<file path="src/rtl/reg_scoreboard_if.sv">
// Decode-stage issue bus, back-end completion buses and the scoreboard's
// stall/bypass response, bundled for the register scoreboard.
interface reg_scoreboard_if #(
  parameter int REG_LOGSIZE = 5,
  parameter int NUM_RD      = 2,
  parameter int NUM_WB      = 2
) ();
  localparam int SEL_W = $clog2(NUM_WB + 1);

  logic                          iss_valid;
  logic [NUM_RD*REG_LOGSIZE-1:0] iss_rs_addr;
  logic [NUM_RD-1:0]             iss_rs_used;
  logic [REG_LOGSIZE-1:0]        iss_rd_addr;
  logic                          iss_rd_we;
  logic                          iss_stall;
  logic                          iss_accept;
  logic [NUM_WB-1:0]             wb_valid;
  logic [NUM_WB*REG_LOGSIZE-1:0] wb_addr;
  logic [NUM_RD*SEL_W-1:0]       fwd_sel;

  modport master (
    output iss_valid, iss_rs_addr, iss_rs_used, iss_rd_addr, iss_rd_we,
    output wb_valid, wb_addr,
    input  iss_stall, iss_accept, fwd_sel
  );

  modport slave (
    input  iss_valid, iss_rs_addr, iss_rs_used, iss_rd_addr, iss_rd_we,
    input  wb_valid, wb_addr,
    output iss_stall, iss_accept, fwd_sel
  );
endinterface

</file>
<file path="src/rtl/reg_scoreboard.sv">
// Per-register outstanding-write scoreboard: RAW/WAW hazard stall for decode
// plus same-cycle bypass selects from the completion buses.
module reg_scoreboard #(
  parameter int REG_LOGSIZE = 5,
  parameter int NUM_RD      = 2,
  parameter int NUM_WB      = 2,
  parameter int CNT_W       = 2
) (
  input  logic                      clk,
  input  logic                      nrst,
  input  logic                      flush,
  reg_scoreboard_if.slave           sb,
  output logic [2**REG_LOGSIZE-1:0] busy_vec,
  output logic                      err
);
  localparam int SEL_W = $clog2(NUM_WB + 1);
  localparam int NREG  = 2**REG_LOGSIZE;
  localparam logic [CNT_W-1:0] SAT = {CNT_W{1'b1}};

  logic [CNT_W-1:0]        cnt_q [NREG];
  logic [CNT_W-1:0]        cnt_d [NREG];
  logic                    err_q, err_d;
  logic [NREG-1:0]         hit_any, hit_multi;
  logic [REG_LOGSIZE-1:0]  wb_a, rs_a;
  logic [SEL_W-1:0]        sel;
  logic [NUM_RD*SEL_W-1:0] fwd_sel;
  logic                    hazard, stall, accept, inc;

  // Completion hits per register; x0 is never a hit.
  always_comb begin
    hit_any   = '0;
    hit_multi = '0;
    wb_a      = '0;
    for (int k = 0; k < NUM_WB; k++) begin
      wb_a = sb.wb_addr[k*REG_LOGSIZE +: REG_LOGSIZE];
      if (sb.wb_valid[k] && wb_a != '0) begin
        if (hit_any[wb_a]) hit_multi[wb_a] = 1'b1;
        hit_any[wb_a] = 1'b1;
      end
    end
  end

  always_comb begin
    hazard  = 1'b0;
    fwd_sel = '0;
    rs_a    = '0;
    sel     = '0;
    for (int i = 0; i < NUM_RD; i++) begin
      rs_a = sb.iss_rs_addr[i*REG_LOGSIZE +: REG_LOGSIZE];
      sel  = '0;
      // Descending scan so the lowest completion port wins.
      for (int k = NUM_WB - 1; k >= 0; k--) begin
        if (sb.wb_valid[k] && sb.wb_addr[k*REG_LOGSIZE +: REG_LOGSIZE] == rs_a)
          sel = SEL_W'(k + 1);
      end
      if (sb.iss_rs_used[i] && rs_a != '0) begin
        if (cnt_q[rs_a] == CNT_W'(1) && sel != '0)
          fwd_sel[i*SEL_W +: SEL_W] = sel;
        else if (cnt_q[rs_a] != '0)
          hazard = 1'b1;
      end
    end
    if (sb.iss_rd_we && sb.iss_rd_addr != '0 &&
        cnt_q[sb.iss_rd_addr] == SAT && !hit_any[sb.iss_rd_addr])
      hazard = 1'b1;
    stall  = sb.iss_valid & hazard;
    accept = sb.iss_valid & ~stall;
  end

  assign sb.iss_stall  = stall;
  assign sb.iss_accept = accept;
  assign sb.fwd_sel    = fwd_sel;

  always_comb begin
    err_d = err_q;
    inc   = 1'b0;
    for (int r = 0; r < NREG; r++) cnt_d[r] = '0;
    if (!flush) begin
      for (int r = 1; r < NREG; r++) begin
        inc = accept & sb.iss_rd_we & (sb.iss_rd_addr == REG_LOGSIZE'(r));
        if (hit_any[r] && cnt_q[r] == '0) begin
          // Underflow: the stray completion is dropped, the counter never wraps.
          err_d    = 1'b1;
          cnt_d[r] = cnt_q[r] + CNT_W'(inc);
        end else begin
          cnt_d[r] = cnt_q[r] + CNT_W'(inc) - CNT_W'(hit_any[r]);
        end
        if (hit_multi[r]) err_d = 1'b1;
      end
    end
  end

  always_ff @(posedge clk) begin
    if (!nrst) begin
      for (int r = 0; r < NREG; r++) cnt_q[r] <= '0;
      err_q <= 1'b0;
    end else begin
      for (int r = 0; r < NREG; r++) cnt_q[r] <= cnt_d[r];
      err_q <= err_d;
    end
  end

  always_comb begin
    for (int r = 0; r < NREG; r++) busy_vec[r] = (cnt_q[r] != '0);
  end

  assign err = err_q;
endmodule

</file>
<file path="src/flat_wrapper.sv">
// flat-port wrapper written by rule: the top's interface ports become plain ports
module reg_scoreboard_flat 
#(
  parameter int REG_LOGSIZE = 5,
  parameter int NUM_RD      = 2,
  parameter int NUM_WB      = 2,
  parameter int CNT_W       = 2
)
  (clk, nrst, flush, busy_vec, err, sb_iss_valid, sb_iss_rs_addr, sb_iss_rs_used, sb_iss_rd_addr, sb_iss_rd_we, sb_wb_valid, sb_wb_addr, sb_iss_stall, sb_iss_accept, sb_fwd_sel);
  reg_scoreboard_if #(.REG_LOGSIZE(REG_LOGSIZE), .NUM_RD(NUM_RD), .NUM_WB(NUM_WB)) sb_i ();
  input  logic clk;
  input  logic nrst;
  input  logic flush;
  output logic [2**REG_LOGSIZE-1:0] busy_vec;
  output logic err;
  input wire logic [$bits(sb_i.iss_valid)-1:0] sb_iss_valid;
  input wire logic [$bits(sb_i.iss_rs_addr)-1:0] sb_iss_rs_addr;
  input wire logic [$bits(sb_i.iss_rs_used)-1:0] sb_iss_rs_used;
  input wire logic [$bits(sb_i.iss_rd_addr)-1:0] sb_iss_rd_addr;
  input wire logic [$bits(sb_i.iss_rd_we)-1:0] sb_iss_rd_we;
  input wire logic [$bits(sb_i.wb_valid)-1:0] sb_wb_valid;
  input wire logic [$bits(sb_i.wb_addr)-1:0] sb_wb_addr;
  output wire logic [$bits(sb_i.iss_stall)-1:0] sb_iss_stall;
  output wire logic [$bits(sb_i.iss_accept)-1:0] sb_iss_accept;
  output wire logic [$bits(sb_i.fwd_sel)-1:0] sb_fwd_sel;
  assign sb_i.iss_valid = sb_iss_valid;
  assign sb_i.iss_rs_addr = sb_iss_rs_addr;
  assign sb_i.iss_rs_used = sb_iss_rs_used;
  assign sb_i.iss_rd_addr = sb_iss_rd_addr;
  assign sb_i.iss_rd_we = sb_iss_rd_we;
  assign sb_i.wb_valid = sb_wb_valid;
  assign sb_i.wb_addr = sb_wb_addr;
  assign sb_iss_stall = sb_i.iss_stall;
  assign sb_iss_accept = sb_i.iss_accept;
  assign sb_fwd_sel = sb_i.fwd_sel;
  reg_scoreboard #(.REG_LOGSIZE(REG_LOGSIZE), .NUM_RD(NUM_RD), .NUM_WB(NUM_WB), .CNT_W(CNT_W)) u_core (.clk(clk), .nrst(nrst), .flush(flush), .sb(sb_i), .busy_vec(busy_vec), .err(err));
endmodule
</file>
<file path="config.mk">
export PLATFORM = sky130hd
export DESIGN_NAME = reg_scoreboard_flat
export DESIGN_NICKNAME = d
export VERILOG_FILES = /design/src/rtl/reg_scoreboard_if.sv /design/src/rtl/reg_scoreboard.sv /design/src/flat_wrapper.sv
export SDC_FILE = /design/constraint.sdc
export NUM_CORES = 1
export LEC_CHECK = 0
export CAP_MARGIN = 10
export CORE_ASPECT_RATIO = 1.2
export CORE_MARGIN = 2
export CORE_UTILIZATION = 25
export CTS_BUF_LIST = sky130_fd_sc_hd__clkbuf_8
export DETAILED_ROUTE_END_ITERATION = 10
export SYNTH_ARGS = -nofsm -noshare
export SYNTH_HDL_FRONTEND = slang
export SYNTH_SLANG_ARGS = --single-unit
</file>
<file path="constraint.sdc">
create_clock -name clk -period 3.9 [get_ports clk]
set_input_delay 0.585 -clock clk [delete_from_list [all_inputs] [get_ports clk]]
set_output_delay 0.585 -clock clk [all_outputs]
set_load 0.02 [all_outputs]
</file>
==> results of run 1 <==
-- cell families after synthesis --
family	after synthesis	synth area share (%)
xor+xnor	54	6.670
simple gates	354	29.38
other cells	1	0.05289
compound gates	159	15.44
mux	50	12.99
buf+inv	97	6.741
fa+ha+maj	62	10.94
flops	63	17.79
-- per-stage QoR --
step / area, um2 / cells / hold WS, ns / power (mW) / util (%)
floorplan: 7091 / 840 / 0.6118 / 0.9925 / -
global placement: 9288 / 1405 / 0.6853 / 1.242 / 33.27
detailed placement: 9288 / 1405 / 0.6973 / 1.245 / 33.27
CTS: 9510 / 1421 / 0.7159 / 1.836 / 34.07
global route: 9691 / 1424 / 0.7179 / 1.920 / 34.71
finish: 9691 / 1424 / 0.7021 / 1.847 / 34.71
-- area by class of cell --
cell class / count / area, um2 / area share (%)
clock inverters: 7 / 65.06 / 0.6714
clock buffers: 9 / 123.9 / 1.278
well taps: 379 / 474.2 / 4.893
repair buffers: 244 / 2066 / 21.32
inverters: 41 / 153.9 / 1.588
multi-input cells: 681 / 5547 / 57.24
flip-flops and latches: 63 / 1261 / 13.01
-- layout by cell type (no fill, tap or decap), types with 4 or more instances in the layout --
| master | instances |
|---|---|
| buf_4 | 170 |
| dfxtp_1 | 63 |
| ha_1 | 62 |
| clkdlybuf4s50_1 | 59 |
| nor3_1 | 50 |
| xor2_1 | 47 |
| inv_1 | 42 |
| nor2_1 | 41 |
| nand2_1 | 40 |
| nand2b_1 | 39 |
| a21oi_1 | 38 |
| or2_2 | 35 |
| and3_1 | 33 |
| a211oi_1 | 31 |
| mux4_2 | 29 |
| o22ai_1 | 23 |
| nand3_1 | 17 |
| nand4_1 | 14 |
| nor4_1 | 14 |
| o22ai_2 | 12 |
| mux2i_1 | 11 |
| nor2b_1 | 9 |
| a32oi_1 | 9 |
| clkbuf_8 | 9 |
| a22oi_1 | 8 |
| nand4b_1 | 8 |
| dlymetal6s2s_1 | 8 |
| xnor2_1 | 7 |
| mux2_2 | 7 |
| o211ai_1 | 7 |
| nor4_2 | 7 |
| nor3_2 | 7 |
| nand3b_1 | 5 |
| a31oi_1 | 4 |
| and2_1 | 4 |
| buf_12 | 4 |
-- layer usage --
layer / global-route usage, % / vias to the layer above / wire [um]
met1: 22.60 / 3682 / 11410
met4: 14.72 / 0 / 2548
met2: 31.91 / 382 / 13630
met3: 3.933 / 106 / 1915
li1: - / 3585 / -
met5: 0 / - / 0
-- sequential cells by signal, indices dropped and copies added (netlist names) --
name / flops
u_core.cnt_q: 62
u_core.err: 1
-- final timing paths --
check,cells past startpoint,slack [ns],end
max,9,0.07,sb_fwd_sel[2]
min,3,0.70,u_core.err
max reg2reg,13,0.58,u_core.cnt_q[29][0]
min reg2reg,3,0.70,u_core.err
-- worst min-delay path, stage by stage, from the launching register on --
cell      delay, ns
dfxtp_1        0.39
nand4b_1       0.13
nor4_1         0.05
a31oi_1        0.11
-- cells in the mapped netlist, types with 31 or more instances --
master / count / area share, %
a21oi_1: 38 / 2.7
nor2_1: 41 / 2.2
a211oi_1: 31 / 3.3
inv_1: 41 / 2.2
and3_1: 33 / 2.9
dfxtp_1: 63 / 18
o22ai_1: 35 / 3.1
or2_2: 35 / 3.1
nand2_1: 41 / 2.2
nand2b_1: 42 / 3.7
ha_1: 62 / 11
xor2_1: 47 / 5.8
nor3_1: 51 / 3.6
-- where the power goes --
part	total, mW	internal (mW)	switching (mW)
clock network	0.587	0.290	0.297
logic	0.586	0.275	0.311
registers	0.674	0.654	0.0200
-- repair_timing --
action                                 in CTS  in global routing
resized for setup                          11                 38
cloned                                      0                  1
setup buffers                               0                  2
pin swaps                                   0                  4
setup endpoints to repair                   4                 52
endpoints found under the hold margin       0                  0
==> flow_metrics.tcl, run 1 <==
set metrics [dict create \
    tightest_slew_ns 1.016 \
    synth_cell_type_count 74 \
    power.density_mw_per_mm2 190.6 \
    groute.usage.overall_pct 19.66 \
    ctsLongestPathBuffers 2 \
    rows 67 \
    cts_htree_levels 3 \
    cts-root-buf "clkbuf_8" \
    initial_core_util_pct 25.40 \
    setup_viol 0 \
    min-delay-start "u_core.err" \
    fmax_ghz 0.2610 \
    cp_cell_sequence "clkdlybuf4s50_1 > buf_12 > mux4_2 > o211ai_1 > buf_4 > nand4_1 > nor4_2 > buf_4 > clkdlybuf4s50_1" \
    vias_per_cell 5.446 \
    path_clk_slew_ns 0.08 \
    slew_headroom_pct 32.02 \
    io_pins 73 \
    dp_hpwl_mm 24.25 \
    ant_nets 0 \
    ys.flop_type "dfxtp_1" \
    outcome "complete, no violations" \
    drtIter0Drc 661 \
    critical_path_class "primary input to output port" \
    grt_antenna_before_repair 0 \
    grt_pass1_vias 7587 \
    remaining_drc_errors 0 \
    finalHoldViolCount 0 \
    syn_avg_cell_area_um2 8.441 \
    final.setup.tns_ns 0 \
    p_leak_nw 4.231 \
    cp.required_ns 3.31 \
    grt_pass1_wl_mm 43.79 \
    drive_above_1_share_pct 29.57 \
    cap_violations 0 \
    routed_wl_mm 29.50 \
    fin_skew_ns 0.02287 \
    diodes 0 \
    cts_buffers 9 \
    fillers 2902 \
    final_max_slew_viol_count 0 \
    syn_nets 936 \
    grt_overflow 0 \
    fp.coreArea_mm2 0.02792 \
    ys_warn_count 0 \
    vias 7755 \
    worstSkewPairLatency_ns 0.39 \
    cts_tree "yes" \
    wl_per_cell_um 20.72 \
    crit_arrival_ns 3.25 \
    ys_async_sr_fraction_pct 0 \
    slowest_stage "clkdlybuf4s50_1" \
    worstSetupStartpointType "primary input" \
    startpoint "sb_iss_rs_addr[5]" \
    hold_class "register to register" \
    dr.pass1.iters 5 \
    ctsHoldBuffers 0 \
    cts.sinks 63 \
    syn_inst 840 \
    portBuffers 71 \
    fp.dieH_um 188.5 \
    synth-seq-cells 63 \
    grt_max_degree 48 \
    cp_slowest_stage_delay_ns 0.59 \
    synthesis.area_mm2 0.007091 \
    cp_max_fo 9 \
    gp_congestion 1.056 \
    place_ws_ns -0.3674 \
    cpLargestDelayFamily "buffers and inverters" \
    critPathCaptureType "output port" \
    rr_startpoint "u_core.cnt_q[30][1]" \
    rsz0062_at_grt "yes" \
    seq_area_frac_synth_pct 17.79 \
    die_x_um 157.7 \
    setup_ws_ns 0.06906 \
    cp_num_buf_inv 5 \
    syn_to_final_growth_pct 36.67 \
    nets 1136 \
    synth_edf_count 0 \
    peakVddDrop_mv 0.1347 \
    fin_crit_ns 3.831 \
    fin_crit_sh_pct 98.23 \
    fp.dieArea_mm2 0.02973 \
]
(Power assumes the default switching activity.)
==> run 2: changes to the inputs <==
--- a/config.mk
+++ b/config.mk
@@ -11,6 +11,7 @@
 export CORE_UTILIZATION = 25
 export CTS_BUF_LIST = sky130_fd_sc_hd__clkbuf_8
 export DETAILED_ROUTE_END_ITERATION = 10
+export DONT_BUFFER_PORTS = 1
 export SYNTH_ARGS = -nofsm -noshare
 export SYNTH_HDL_FRONTEND = slang
 export SYNTH_SLANG_ARGS = --single-unit
==> flow_metrics.tcl, run 2 (synthesis results as in run 1) <==
set metrics [dict create \
    reg2reg_depth 13 \
    groute.usage.overall_pct 18.24 \
    fp.dieArea_mm2 0.02973 \
    p_leak_nw 3.106 \
    final_cell_mix "63 x dfxtp_1, 62 x ha_1, 51 x nor3_1, 47 x xor2_1, 42 x nand2b_1" \
    tightest_slew_ns 0.8269 \
    final_max_slew_viol_count 0 \
    p_sw_share_pct 31.92 \
    ctsLongestPathBuffers 2 \
    hold_class "primary input to register" \
    nets 918 \
    path_clk_slew_ns 0.09 \
    mostFrequentLayoutCell "dfxtp_1" \
    reg2reg_to "u_core.cnt_q[20][0]" \
    cts_setup_buffers 0 \
    r2r_slack_ns 0.51 \
    pwr-share-clk_pct 37.2 \
    regArea_mm2 0.001261 \
    cts_htree_levels 3 \
    fmax_ghz 0.2848 \
    cts_resized 0 \
    setup_viol 0 \
    rsz0062_at_grt "no" \
    io_pins 73 \
    fillers 2957 \
    p_comb_share_pct 20.4 \
    worstSkewPairLatency_ns 0.38 \
    slew_headroom_pct 44.67 \
    drive_above_1_share_pct 15.96 \
    rows 67 \
    cts-root-buf "clkbuf_8" \
    power.density_mw_per_mm2 207.4 \
    fin_crit_ns 3.512 \
    fp.coreArea_mm2 0.02792 \
    cts_buffers 9 \
    power.switching_mw 0.5058 \
    diodes 0 \
    largest_reg_flops 62 \
    p_int_mw 1.079 \
    peakVddDrop_mv 0.1306 \
    critPathCaptureType "output port" \
    grt_pass1_wl_mm 40.02 \
    final.setup.tns_ns 0 \
    cts.sinks 63 \
    rr_startpoint "u_core.cnt_q[14][0]" \
    cts_tree "yes" \
    grt_antenna_before_repair 0 \
    outcome "complete, no violations" \
    crit_arrival_ns 2.93 \
    remaining_drc_errors 0 \
    ant_nets 0 \
    grt_pass1_vias 6468 \
    drtIter0Drc 596 \
    fin_skew_ns 0.02264 \
    grt_max_degree 34 \
    gp_congestion 0.9778 \
    die_x_um 157.7 \
    critical_path_class "register to output port" \
    fin_crit_sh_pct 90.04 \
    portBuffers 0 \
    largest_register "u_core.cnt_q" \
    cp.required_ns 3.31 \
    cp_max_fo 22 \
    multi_input_area_mm2 0.005354 \
    min-delay-start "nrst" \
    syn_to_final_growth_pct 7.764 \
    worstSetupStartpointType "register" \
    fp.dieH_um 188.5 \
    routed_wl_mm 27.04 \
    finalHoldViolCount 0 \
    initial_core_util_pct 25.40 \
    vias 6831 \
    vias_per_cell 5.664 \
    hold_path_depth 2 \
    p_total_mw 1.585 \
    seqPwrFrac_pct 42.4 \
    ctsHoldBuffers 0 \
    wl_per_cell_um 22.42 \
    hold_end "u_core.err" \
    dr.pass1.iters 5 \
    grt_overflow 0 \
    cap_violations 0 \
    dp_hpwl_mm 21.99 \
]
[run 2: changes by cell type in the layout (fill, tap and decap cells not counted), moves of 8 or more]
cell,delta
dlymetal6s2s_1,-8
nor4_1,+9
buf_4,-143
o22ai_2,-11
o22ai_1,+12
clkdlybuf4s50_1,-59
[run 2: metal layers]
metal  up-vias  global-route usage [%]  wire length (um)
met1      3274                   20.94              9928
met4         0                   11.99              1983
li1       3150                       -                 -
met5         -                       0                 0
met3        74                   5.704              2551
met2       333                   28.95             12580
[run 2: cell type report]
class                   instances  area share [%]
flip-flops and latches         63           16.51
clock inverters                 7          0.9334
well taps                     379           6.206
clock buffers                   9           1.621
multi-input cells             680           70.07
inverters                      41           2.014
repair buffers                 27           2.653
[run 2: through the flow]
step	util (%)	setup slack [ns]	instance area (um2)	std cells	hold slack (ns)
after detailed placement	26.67	0.3597	7446	1190	0.6996
after CTS	27.37	0.3830	7641	1206	0.3701
final	27.37	0.3884	7641	1206	0.3841
after floorplan	-	0.5777	7091	840	0.6118
after global placement	26.67	0.4263	7446	1190	0.6769
after global routing	27.37	0.2337	7641	1206	0.3645
[run 2: worst max-delay path by stage]
stage                              startpoint             endpoint
after CTS                 u_core.cnt_q[16][1]        sb_iss_accept
after floorplan             sb_iss_rs_addr[6]        sb_iss_accept
after global placement      sb_iss_rs_addr[5]  u_core.cnt_q[20][0]
after detailed placement        sb_wb_addr[0]  u_core.cnt_q[19][0]
final                     u_core.cnt_q[16][1]        sb_iss_accept
after global routing      u_core.cnt_q[16][0]        sb_iss_accept
[run 2: worst max-delay path, stage by stage (launching register included)]
cell	delay, ns
dfxtp_1	0.40
mux4_1	0.52
nor4b_1	0.35
a21oi_1	0.08
nand3_1	0.13
a211o_2	0.14
nand3b_4	0.23
a311oi_1	0.47
buf_4	0.22
[run 2: power by group through the flow]
stage / combinational [mW] / clock (mW) / sequential, mW
global route: 0.351 / 0.639 / 0.673
CTS: 0.320 / 0.613 / 0.672
global placement: 0.316 / 0 / 0.687
finish: 0.323 / 0.589 / 0.673
floorplan: 0.314 / 0 / 0.679
detailed placement: 0.319 / 0 / 0.687
